<file path="config.mk">
export PLATFORM = sky130hd
export DESIGN_NAME = osbm_flat
export DESIGN_NICKNAME = d
export VERILOG_FILES = /design/src/rtl/osbm_if.sv /design/src/rtl/osbm.sv /design/src/flat_wrapper.sv
export SDC_FILE = /design/constraint.sdc
export NUM_CORES = 1
export LEC_CHECK = 0
export ABC_AREA = 1
export CAP_MARGIN = 20
export CORE_UTILIZATION = 42
export CTS_CLUSTER_SIZE = 24
export DETAILED_ROUTE_END_ITERATION = 12
export HOLD_SLACK_MARGIN = 0.05
export PLACE_DENSITY = 0.95
export SYNTH_ARGS = -nofsm -noshare
export SYNTH_HDL_FRONTEND = slang
export SYNTH_SLANG_ARGS = --single-unit
export TNS_END_PERCENT = 30
</file>
<file path="constraint.sdc">
create_clock -name clk -period 3.1 [get_ports clk]
set_input_delay 0.62 -clock clk [delete_from_list [all_inputs] [get_ports clk]]
set_output_delay 0.62 -clock clk [all_outputs]
set_load 0.1 [all_outputs]
</file>
<file path="src/rtl/osbm_if.sv">
// Bus bundle between the input FIFOs, the output FIFO and one osbm output arbiter.
// `PORT normally comes from sw.vh; it defaults to 3 (four ports) when not already defined.
`ifndef PORT
`define PORT 3
`endif

interface osbm_if #(
    parameter int DATA_W = 32,
    parameter int CNT_W  = 16
);
    logic [`PORT:0]             req;
    logic [`PORT:0]             in_empty;
    logic [`PORT:0][1:0]        in_cmd;
    logic [`PORT:0][DATA_W-1:0] in_data;
    logic                       full;
    logic [`PORT:0]             ack;
    logic                       out_we;
    logic [1:0]                 out_cmd;
    logic [DATA_W-1:0]          out_data;
    logic [`PORT:0]             owner;
    logic [CNT_W-1:0]           pkt_cnt;

    modport slave (
        input  req, in_empty, in_cmd, in_data, full,
        output ack, out_we, out_cmd, out_data, owner, pkt_cnt
    );

    modport master (
        output req, in_empty, in_cmd, in_data, full,
        input  ack, out_we, out_cmd, out_data, owner, pkt_cnt
    );
endinterface

</file>
<file path="src/rtl/osbm.sv">
// Output-side switch arbiter: grants one input per packet and forwards its flits until the tail.
// Define OSBM_RR_EN for round-robin arbitration; otherwise fixed priority (lowest port wins).
module osbm #(
    parameter int DATA_W = 32,
    parameter int CNT_W  = 16
) (
    input  logic  clk,
    input  logic  rst_n,
    osbm_if.slave bus
);
    localparam int N = `PORT + 1;

    typedef enum logic [1:0] {IDLE, XFER, RELEASE} state_t;

    state_t              state_q, state_d;
    logic [`PORT:0]      owner_q, owner_d;
    logic                out_we_q, out_we_d;
    logic [1:0]          out_cmd_q, out_cmd_d;
    logic [DATA_W-1:0]   out_data_q, out_data_d;
    logic [CNT_W-1:0]    pkt_cnt_q, pkt_cnt_d;

    logic [`PORT:0]      grant;
    logic [`PORT:0]      ack_w;
    logic                xfer;
    logic [1:0]          sel_cmd;
    logic [DATA_W-1:0]   sel_data;
    logic                found;

`ifdef OSBM_RR_EN
    localparam int PTR_W = (N > 1) ? $clog2(N) : 1;
    logic [PTR_W-1:0] ptr_q, ptr_d;
    int               rr_idx;

    // Search begins at the pointer, which always names the port after the last winner.
    always_comb begin
        grant  = '0;
        ptr_d  = ptr_q;
        found  = 1'b0;
        rr_idx = 0;
        for (int k = 0; k < N; k++) begin
            rr_idx = (int'(ptr_q) + k) % N;
            if (!found && bus.req[rr_idx]) begin
                found         = 1'b1;
                grant[rr_idx] = 1'b1;
                ptr_d         = PTR_W'((rr_idx + 1) % N);
            end
        end
    end

    always_ff @(posedge clk or negedge rst_n) begin
        if (!rst_n) begin
            ptr_q <= '0;
        end else if (state_q == IDLE && found) begin
            ptr_q <= ptr_d;
        end
    end
`else
    always_comb begin
        grant = '0;
        found = 1'b0;
        for (int k = 0; k < N; k++) begin
            if (!found && bus.req[k]) begin
                found    = 1'b1;
                grant[k] = 1'b1;
            end
        end
    end
`endif

    always_comb begin
        ack_w = '0;
        if (state_q == XFER) begin
            ack_w = owner_q & ~bus.in_empty & {N{~bus.full}};
        end
    end

    assign xfer = |ack_w;

    always_comb begin
        sel_cmd  = '0;
        sel_data = '0;
        for (int i = 0; i < N; i++) begin
            if (ack_w[i]) begin
                sel_cmd  = bus.in_cmd[i];
                sel_data = bus.in_data[i];
            end
        end
    end

    // NOTE: every variable gets a default before the case; a missed branch would otherwise infer a latch.
    always_comb begin
        state_d    = state_q;
        owner_d    = owner_q;
        pkt_cnt_d  = pkt_cnt_q;
        out_we_d   = xfer;
        out_cmd_d  = out_cmd_q;
        out_data_d = out_data_q;
        if (xfer) begin
            out_cmd_d  = sel_cmd;
            out_data_d = sel_data;
        end
        unique case (state_q)
            IDLE: begin
                owner_d = grant;
                if (found) state_d = XFER;
            end
            XFER: begin
                if (xfer && sel_cmd == 2'b11) begin
                    state_d   = RELEASE;
                    owner_d   = '0;
                    pkt_cnt_d = pkt_cnt_q + CNT_W'(1);
                end
            end
            RELEASE: state_d = IDLE;
            default: begin
                state_d = IDLE;
                owner_d = '0;
            end
        endcase
    end

    // NOTE: state registers use non-blocking assignments so every flop samples pre-edge values.
    always_ff @(posedge clk or negedge rst_n) begin
        if (!rst_n) begin
            state_q    <= IDLE;
            owner_q    <= '0;
            out_we_q   <= 1'b0;
            out_cmd_q  <= 2'b00;
            out_data_q <= '0;
            pkt_cnt_q  <= '0;
        end else begin
            state_q    <= state_d;
            owner_q    <= owner_d;
            out_we_q   <= out_we_d;
            out_cmd_q  <= out_cmd_d;
            out_data_q <= out_data_d;
            pkt_cnt_q  <= pkt_cnt_d;
        end
    end

    assign bus.ack      = ack_w;
    assign bus.owner    = owner_q;
    assign bus.out_we   = out_we_q;
    assign bus.out_cmd  = out_cmd_q;
    assign bus.out_data = out_data_q;
    assign bus.pkt_cnt  = pkt_cnt_q;
endmodule
</file>
<file path="src/flat_wrapper.sv">
// flat-port wrapper written by rule: the top's interface ports become plain ports
module osbm_flat 
#(
    parameter int DATA_W = 32,
    parameter int CNT_W  = 16
)
  (clk, rst_n, bus_req, bus_in_empty, bus_in_cmd, bus_in_data, bus_full, bus_ack, bus_out_we, bus_out_cmd, bus_out_data, bus_owner, bus_pkt_cnt);
  osbm_if #(.DATA_W(DATA_W), .CNT_W(CNT_W)) bus_i ();
  input  logic clk;
  input  logic rst_n;
  input wire logic [$bits(bus_i.req)-1:0] bus_req;
  input wire logic [$bits(bus_i.in_empty)-1:0] bus_in_empty;
  input wire logic [$bits(bus_i.in_cmd)-1:0] bus_in_cmd;
  input wire logic [$bits(bus_i.in_data)-1:0] bus_in_data;
  input wire logic [$bits(bus_i.full)-1:0] bus_full;
  output wire logic [$bits(bus_i.ack)-1:0] bus_ack;
  output wire logic [$bits(bus_i.out_we)-1:0] bus_out_we;
  output wire logic [$bits(bus_i.out_cmd)-1:0] bus_out_cmd;
  output wire logic [$bits(bus_i.out_data)-1:0] bus_out_data;
  output wire logic [$bits(bus_i.owner)-1:0] bus_owner;
  output wire logic [$bits(bus_i.pkt_cnt)-1:0] bus_pkt_cnt;
  assign bus_i.req = bus_req;
  assign bus_i.in_empty = bus_in_empty;
  assign bus_i.in_cmd = bus_in_cmd;
  assign bus_i.in_data = bus_in_data;
  assign bus_i.full = bus_full;
  assign bus_ack = bus_i.ack;
  assign bus_out_we = bus_i.out_we;
  assign bus_out_cmd = bus_i.out_cmd;
  assign bus_out_data = bus_i.out_data;
  assign bus_owner = bus_i.owner;
  assign bus_pkt_cnt = bus_i.pkt_cnt;
  osbm #(.DATA_W(DATA_W), .CNT_W(CNT_W)) u_core (.clk(clk), .rst_n(rst_n), .bus(bus_i));
endmodule
</file>
* After elaboration in Yosys (flattened, before gate mapping)
Cells that the tools add are included.
W data, S select, Z words.
** Word-level totals
- Memories :: 0
- Input bits :: 147
- Word-level logic and storage cells :: 50
- Memory bits (read-only) :: 0
- Output and inout bits :: 59
- Memory bits (writable) :: 0
- Latch bits :: 0
- Flip-flop bits (word level) :: 57
** Cells by class
- Mux-type cells :: 21
- Equal/unequal tests :: 5
- Divide/modulo/power cells :: 0
- $add $sub $neg :: 1
- $lt $le $gt $ge :: 0
- Shifts and indexed selects :: 0
- Reduce and logical (&&, ||, !) cells :: 12
- Bitwise logic cells :: 5
- Multipliers :: 0
** Operators by type and width (number)
- $mux W32 :: 4
- $add A16 B1 Y16 const B :: 1
- $mux W2 :: 6
- $pmux W4 S3 :: 1
- $and A4 B4 Y4 :: 2
- $mux W4 :: 2
- $mux W1 :: 7
- $reduce_and A2 Y1 :: 3
- $eq A2 B2 Y1 const B :: 2
- $logic_and A1 B1 Y1 :: 4
- $not A4 Y4 :: 1
- $pmux W2 S2 :: 1
- $reduce_or A4 Y1 :: 1
- $logic_not A1 Y1 :: 3
- $eq A2 B1 Y1 const B :: 1
- $logic_not A2 Y1 :: 1
- $ne A2 B1 Y1 const B :: 1
- $ne A2 B2 Y1 const B :: 1
- $not A1 Y1 :: 2

* Logic depth before layout (Yosys ltp)
Gate-level depths: netlist of run 1.
- Depth after elaboration :: 12
- Depth in mapped cells :: 14

* Least setup slack after synthesis of run 1
Ideal clock, no wire load.
- Kind :: register to output
- Start :: register u_core.owner_q[0], in the netlist u_core.bus.owner[0]
- End :: output bus_ack[0]
- Stages on the path, launching flop included :: 4
- Buffers on the path :: 1
- Required time :: 2480 ps
- Arrival time :: 2409 ps
- Path slack :: 71 ps
- Cells stage by stage :: dfrtp_1 -> nand2_1 -> nor2_4 -> clkbuf_1
** On the way
- Longest elaborated chain between the ends :: 3
** Ends and longest elaborated chain
- start, declared :: RTL line osbm.sv:16 : logic [`PORT:0] owner_q, owner_d;
- start signal, assigned :: RTL line osbm.sv:133 : owner_q <= owner_d;
- $and A4 B4 Y4 (2 in series) :: RTL line osbm.sv:73 : ack_w = owner_q & ~bus.in_empty & {N{~bus.full}};
- $mux W4 :: RTL line osbm.sv:72 : if (state_q == XFER) begin
- end, declared :: RTL line flat_wrapper.sv:16 : output wire logic [$bits(bus_i.ack)-1:0] bus_ack;
No other way between the ends.

* Worst setup path after layout of run 1
- Start :: input bus_full
- End :: output bus_ack[0]
** On the way
- Longest elaborated chain between the ends :: 3
** Ends and longest elaborated chain
- start, declared :: RTL line flat_wrapper.sv:15 : input wire logic [$bits(bus_i.full)-1:0] bus_full;
- $not A1 Y1 :: RTL line osbm.sv:73
- $and A4 B4 Y4 :: RTL line osbm.sv:73
- $mux W4 :: RTL line osbm.sv:72
No other way between the ends.

==> results of run 1 <==
-- layout by cell type, fill, tap and decap left out --
cell type	n
inv_1	22
nand3_1	107
nor2_1	17
buf_2	1
ha_1	1
nand4_1	32
nand2_2	3
clkbuf_8	11
xnor2_1	4
o31ai_1	1
clkdlybuf4s50_1	145
bufinv_16	2
nand3b_1	5
a21oi_1	2
buf_12	4
nand3_2	2
xor2_1	3
clkbuf_1	1
nand2_1	194
dfrtp_1	57
clkinv_1	1
or2_1	1
o211ai_1	1
o21ai_1	9
or2_2	1
clkinvlp_4	2
nor2_4	3
a22o_1	1
nor3_1	4
nor2_2	1
nor3_4	1
inv_2	4
buf_4	70
clkinv_2	1
nor4_1	1
-- worst register-to-register path: stages, from the launching register on --
cell and delay, ns:
dfrtp_1 0.38, inv_1 0.11, nand2_2 0.08, nor2_4 0.15
nand2_2 0.11, clkinv_2 0.24, nand2_1 0.11, nand2_1 0.10
nand3_2 0.25, inv_2 0.38, nand2_1 0.09, nand2_1 0.07
nand2_1 0.05
-- final timing paths --
kind | endpoint | slack [ns]
min in group clk | u_core.bus.out_data[19] | 0.50
min reg2reg | u_core.bus.out_data[19] | 0.50
max reg2reg | u_core.bus.pkt_cnt[6] | 0.88
min | u_core.bus.out_data[13] | 0.26
max in group asynchronous | u_core.bus.pkt_cnt[2] | 1.97
max | bus_ack[0] | 0.55
-- per-layer routing --
metal / share of wire [%] / vias to the layer above / global-route usage, %
met5: 0 / - / 0
met4: 3.5 / 0 / 15.1
met3: 11 / 40 / 8.41
met2: 50 / 213 / 52.3
met1: 36 / 2056 / 32.1
li1: - / 2089 / -
-- registers in the layout, summed over array words and instances, names as in the netlist --
signal,flops
u_core.state_q,2
u_core.bus.pkt_cnt,16
u_core.bus.out_cmd,2
u_core.bus.out_we,1
u_core.bus.owner,4
u_core.bus.out_data,32
-- cells by family after synthesis --
logic type,after synthesis
adders and majority gates,1
DFF,57
buffers and inverters,59
xor gates and xnor gates,7
AOI/OAI and AO/OA,14
and+or+nand+nor,372
-- layout make-up --
class | count | area (um2)
fillers | 637 | 2370
clock inverters | 4 | 75.1
clock buffers | 12 | 155
well taps | 105 | 131
repair buffers | 220 | 2060
flip-flops and latches | 57 | 1430
inverters | 28 | 106
multi-input cells | 394 | 1850
-- through the flow --
stage | util (%) | std cells | instance area [um2] | hold slack (ns) | setup slack [ns]
global route | 71.0 | 820 | 5810 | 0.294 | 0.375
CTS | 71.0 | 820 | 5810 | 0.265 | 0.560
finish | 71.0 | 820 | 5810 | 0.263 | 0.551
floorplan | - | 510 | 3540 | 0.324 | 0.0713
global placement | 68.2 | 804 | 5580 | 0.474 | 0.426
detailed placement | 68.2 | 804 | 5580 | 0.488 | 0.291
-- where the power goes --
part	switching [mW]	internal (mW)
clock	0.305	0.497
combinational	2.73	0.838
sequential	0.189	1.02
total	3.22	2.36
==> summary.md, run 1 <==
| Metric | Value |
|---|---|
| Crit-path max cell delay | `0.48 ns` |
| Die W | `93.8 um` |
| Rows | `33` |
| Setup TNS | `0 ns` |
| Root buf cell | `clkbuf_8` |
| WL per Instance | `15.9 um` |
| CTS Hold Bufs | `0` |
| Final Wtd Congestion | `0.894` |
| Pwr/cell area | `961 nW/um2` |
| Hold Vio Cnt, Final | `0` |
| RSZ-0062 raised after global routing | `false` |
| Ys Warns | `0` |
| Worst path depth | `6` |
| Largest net degree at the start of global routing | `40` |
| Adder-cell share of the synthesized area | `0.354%` |
| CTS tree | `done` |
| Asr flop ratio synth | `100%` |
| DRT Wirelength | `13100 um` |
| Fmax | `0.392 GHz` |
| Maximum vdd drop | `752 uV` |
| Starting DRT DRC Count | `251` |
| Flops & latches, synth | `57` |
| Max-capacitance violation count | `0` |
| CTS Buf Count | `9` |
| Slew headroom | `63.3%` |
| Chip height | `93.8 um` |
| Worst skew pair latency | `0.34 ns` |
| Post-synthesis mux area share | `0%` |
| Compound-Gate Fraction of Synth Area | `2.23%` |
| Reg-to-reg critical path startpoint | `u_core.state_q[1]` |
| Post-route ant nets | `0` |
| # DRC | `0` |
| Antenna cells | `0` |
| Primary FF master, synth | `dfrtp_1` |
| Fraction of layout cells with a size suffix above 1 | `14.8%` |
| Worst Hold Class | `in -> async` |
| Tmin final | `2.55 ns` |
| Leakage power | `2.70 nW` |
| Total die area | `8800 um2` |
| EDFF count, synth | `0` |
| Syn Inst Count | `510` |
| I/O Buffers | `205` |
| Most frequent cell after synthesis | `nand2_1` |
| Worst setup EP type | `primary output` |
| Grt ovf | `0` |
| Layout area overhead | `64.1%` |
| Crit path buffers/inverters | `4` |
| Number of global-route vias before repair | `4289` |
| Gr usage total | `29.6%` |
| CP Max Fanout | `17` |
| Via density | `5.36` |
| Clock Pin Slew Worst Setup and Hold Paths | `0.07 ns` |
| Worst-Margin Slew | `0.550 ns` |
| Drt pass-1 iters | `5` |
| FF-to-FF path depth | `12` |
| CP Launch Type | `primary input` |
| Initial antenna violation count | `0` |
| H-tree lvl count | `3` |
| Nets | `858` |
| Post-synthesis simple-gate area fraction | `48.0%` |
| Status | `complete, no violations` |
| DR vias | `4398` |
| Crit path required time | `2.48 ns` |
| Largest family of logic cells by synthesized area | `simple AND/OR/NAND/NOR gates` |
| Number of gates resized after cts | `0` |
| Distinct cells, synth | `32` |
| Synth Area in XOR/XNOR | `1.73%` |
| Clock net sink count | `57` |
| Top cells by count, synth | `nand2_1, nand3_1, dfrtp_1` |
| Skew final | `0.0103 ns` |
| Yosys top cell by area | `dfrtp_1` |
| Syn avg cell area | `6.94 um2` |
| Mapped cell area | `3540 um2` |
| CP max-delay cell | `clkdlybuf4s50_1` |
| Maximum clock path buffer count | `2` |
| Top cells by area, synth | `dfrtp_1, nand2_1, nand3_1` |
| Top-area cell type share of the netlist area | `40.3%` |
| Sequential fraction of the synthesis area | `40.3%` |
| Initial Util | `43.3%` |
| Slew Viols, Final | `0` |
| CP arrival | `1.93 ns` |
| First-pass GRT wire length | `20200 um` |
| Core ar. | `8180 um2` |
| Final number of setup-violating endpoints | `0` |
| Syn_nets | `658` |
| Final period utilization | `82.2%` |
| Pwr Total | `5.58 mW` |
| Postcts setup bufs | `0` |
| Post-DP HPWL | `9960 um` |
| Largest delay share family, worst path | `buffers and inverters` |
| Crit Path Category | `in -> out` |
| Num ports | `206` |
| Worst path cell trace | `clkdlybuf4s50_1 > inv_2 > nand3_2 > nor2_4 > buf_4 > buf_12` |
| Crit. Startpoint | `bus_full` |
Power figures use the tool's default switching activity.
==> inputs of run 2 (changes only) <==
- CORE_UTILIZATION: 42 -> 35
- PLACE_DENSITY: 0.95 -> 0.89
- clock period: 3.1 -> 2.3 ns (I/O delays scaled with it)
==> summary.md, run 2 (synthesis gave the netlist of run 1 again) <==
| Metric | Value |
|---|---|
| Starting DRT DRC Count | `156 (-38%)` |
| # DRC | `0 (unchanged)` |
| Skew final | `0.00574 ns (-0.00455 ns)` |
| Maximum clock path buffer count | `2 (unchanged)` |
| RSZ-0062 raised after global routing | `false` |
| Fmax | `0.455 GHz` |
| Top routing layer used | `met4` |
| Number of gates resized after cts | `0 (unchanged)` |
| Tmin final | `2.20 ns` |
| Max-capacitance violation count | `0 (unchanged)` |
| M1 wire length | `5080 um (+8.2%)` |
| Register area | `1430 um2 (+0.26%)` |
| DR vias | `4484 (+2.0%)` |
| Finished Layout Cells | `856 (+4.4%)` |
| Status | `complete, no violations` |
| Clock net sink count | `57 (unchanged)` |
| WL met3 | `1410 um (+1.9%)` |
| Worst Hold Margin | `0.143 ns (-0.121 ns)` |
| Nets | `866 (+0.93%)` |
| Worst path cell trace | `clkdlybuf4s50_1 > inv_2 > nand3_2 > nor2_4 > buf_12 > buf_12` |
| Slew Viols, Final | `0 (unchanged)` |
| Number of global-route vias before repair | `4298 (+0.21%)` |
| Reg2reg end | `u_core.bus.pkt_cnt[10]` |
| Crit. Startpoint | `bus_full` |
| Setup ws final | `0.103 ns (-0.449 ns)` |
| Largest net degree at the start of global routing | `41 (+2.5%)` |
| Rows | `36 (+9.1%)` |
| Worst skew pair latency | `0.33 ns (about the same)` |
| Crit-path max cell delay | `0.50 ns (+0.02 ns)` |
| Post-route ant nets | `0 (unchanged)` |
| H-tree lvl count | `3 (unchanged)` |
| Drt pass-1 iters | `5 (unchanged)` |
| CP Launch Type | `primary input` |
| Dpl ws | `0.00593 ns (-0.285 ns)` |
| Crit path required time | `1.84 ns (-0.64 ns)` |
| Gr usage total | `25.1% (-4.5 points)` |
| CP most frequent cell | `buf_12` |
| Worst setup EP type | `primary output` |
| Worst reg-to-reg setup slack | `0.49 ns (-0.39 ns)` |
| Via density | `5.24 (-2.3%)` |
| Clock Pin Slew Worst Setup and Hold Paths | `0.07 ns (about the same)` |
| Grt ovf | `0 (unchanged)` |
| Core ar. | `9770 um2 (+20%)` |
| Reg-to-reg critical path startpoint | `u_core.state_q[1]` |
| Setup TNS | `0 ns (unchanged)` |
| Postcts setup bufs | `0 (unchanged)` |
| Num ports | `206 (unchanged)` |
| Pwr Total | `7.45 mW (+33%)` |
| Placed cell count | `840 (+4.5%)` |
| Post-DP HPWL | `10400 um (+4.5%)` |
| CP Max Fanout | `33 (+16)` |
| Initial antenna violation count | `0 (unchanged)` |
| CTS Buf Count | `9 (unchanged)` |
| Final Wtd Congestion | `0.902 (+0.89%)` |
| WL per Instance | `15.7 um (-1.4%)` |
| Final period utilization | `95.5%` |
| I/O Buffers | `205 (unchanged)` |
| Worst Hold Class | `in -> async` |
| Met2 routed WL | `6590 um (+1.1%)` |
| Root buf cell | `clkbuf_8` |
| CP max-delay cell | `clkdlybuf4s50_1` |
| Chip height | `103 um (+9.3%)` |
| Worst-Margin Slew | `0.636 ns (+0.0863 ns)` |
| Fill cells | `866 (+36%)` |
| FF-to-FF path depth | `13 (+1)` |
| Max reg flops | `32 (unchanged)` |
| Crit Path Category | `in -> out` |
| Area taken by multi-input logic gates | `1850 um2 (unchanged)` |
| Most common cell after layout, fill and taps aside | `nand2_1` |
| Hold Vio Cnt, Final | `0 (unchanged)` |
| Initial Util | `36.2% (-7.1 points)` |
| Slew headroom | `57.6% (-5.8 points)` |
| Maximum vdd drop | `1040 uV (+38%)` |
| Commonest non-fill, non-tap cells in the layout | `nand2_1, clkdlybuf4s50_1, nand3_1, buf_4, dfrtp_1` |
| First-pass GRT wire length | `20200 um (+0.38%)` |
| Pwr/cell area | `1250 nW/um2 (+30%)` |
| DRT Wirelength | `13500 um (+3.0%)` |
| Leakage power | `2.74 nW (+1.5%)` |
| Final number of setup-violating endpoints | `0 (unchanged)` |
| CTS Hold Bufs | `0 (unchanged)` |
| Total die area | `10500 um2 (+20%)` |
| Antenna cells | `0 (unchanged)` |
| CTS tree | `done` |
| Layout area overhead | `68.1%` |
| Die W | `103 um (+9.3%)` |
| Fraction of layout cells with a size suffix above 1 | `16.3% (+1.5 points)` |
| CP arrival | `1.74 ns (-0.19 ns)` |
[run 2: cell types whose count changed in the layout (fill, tap and decap cells not counted), sizes merged]
cell	delta
bufinv	-1
clkinv	+3
clkinvlp	+1
clkbuf	-3
buf	+8
[run 2: cell type report]
cell class	count	area share (%)
Clock buffer	9	2.08
Clock inverter	7	1.20
Inverter	28	1.79
Multi-Input combinational cell	394	31.1
Sequential cell	57	24.0
Tap cell	133	2.80
Timing Repair Buffer	228	36.9
[run 2: worst max path at each step]
| stage | depth (start not counted) | to | slack, ns |
|---|---|---|---|
| floorplan | 5 | bus_ack[3] | -0.06 |
| global placement | 14 | u_core.bus.pkt_cnt[10] | 0.13 |
| detailed placement | 12 | u_core.bus.pkt_cnt[10] | 0.006 |
| CTS | 6 | bus_ack[1] | 0.10 |
| global route | 6 | bus_ack[3] | 0.05 |
| finish | 6 | bus_ack[1] | 0.10 |
[run 2: critical path: cells and delay by family]
kind	cells	cell delay, ns
buffers and inverters	4	1.00
and+or+nand+nor	2	0.25
[run 2: layer usage]
metal	GRT usage, %	vias up
met5	0	-
met1	29.1	2091
met4	9.67	0
met2	44.1	249
met3	6.71	36
li1	-	2108
[run 2: per-stage QoR]
stage / area (um2) / utilization [%]
after global routing: 5950 / 60.8
after detailed placement: 5750 / 58.8
final: 5950 / 60.8
after floorplan: 3550 / -
after global placement: 5750 / 58.8
after CTS: 5950 / 60.8
[run 2: report_power, final]
group          switching [mW]  internal (mW)  total, mW
combinational            3.68           1.19       4.86
clock                   0.422          0.497      0.919
sequential              0.282           1.38       1.67
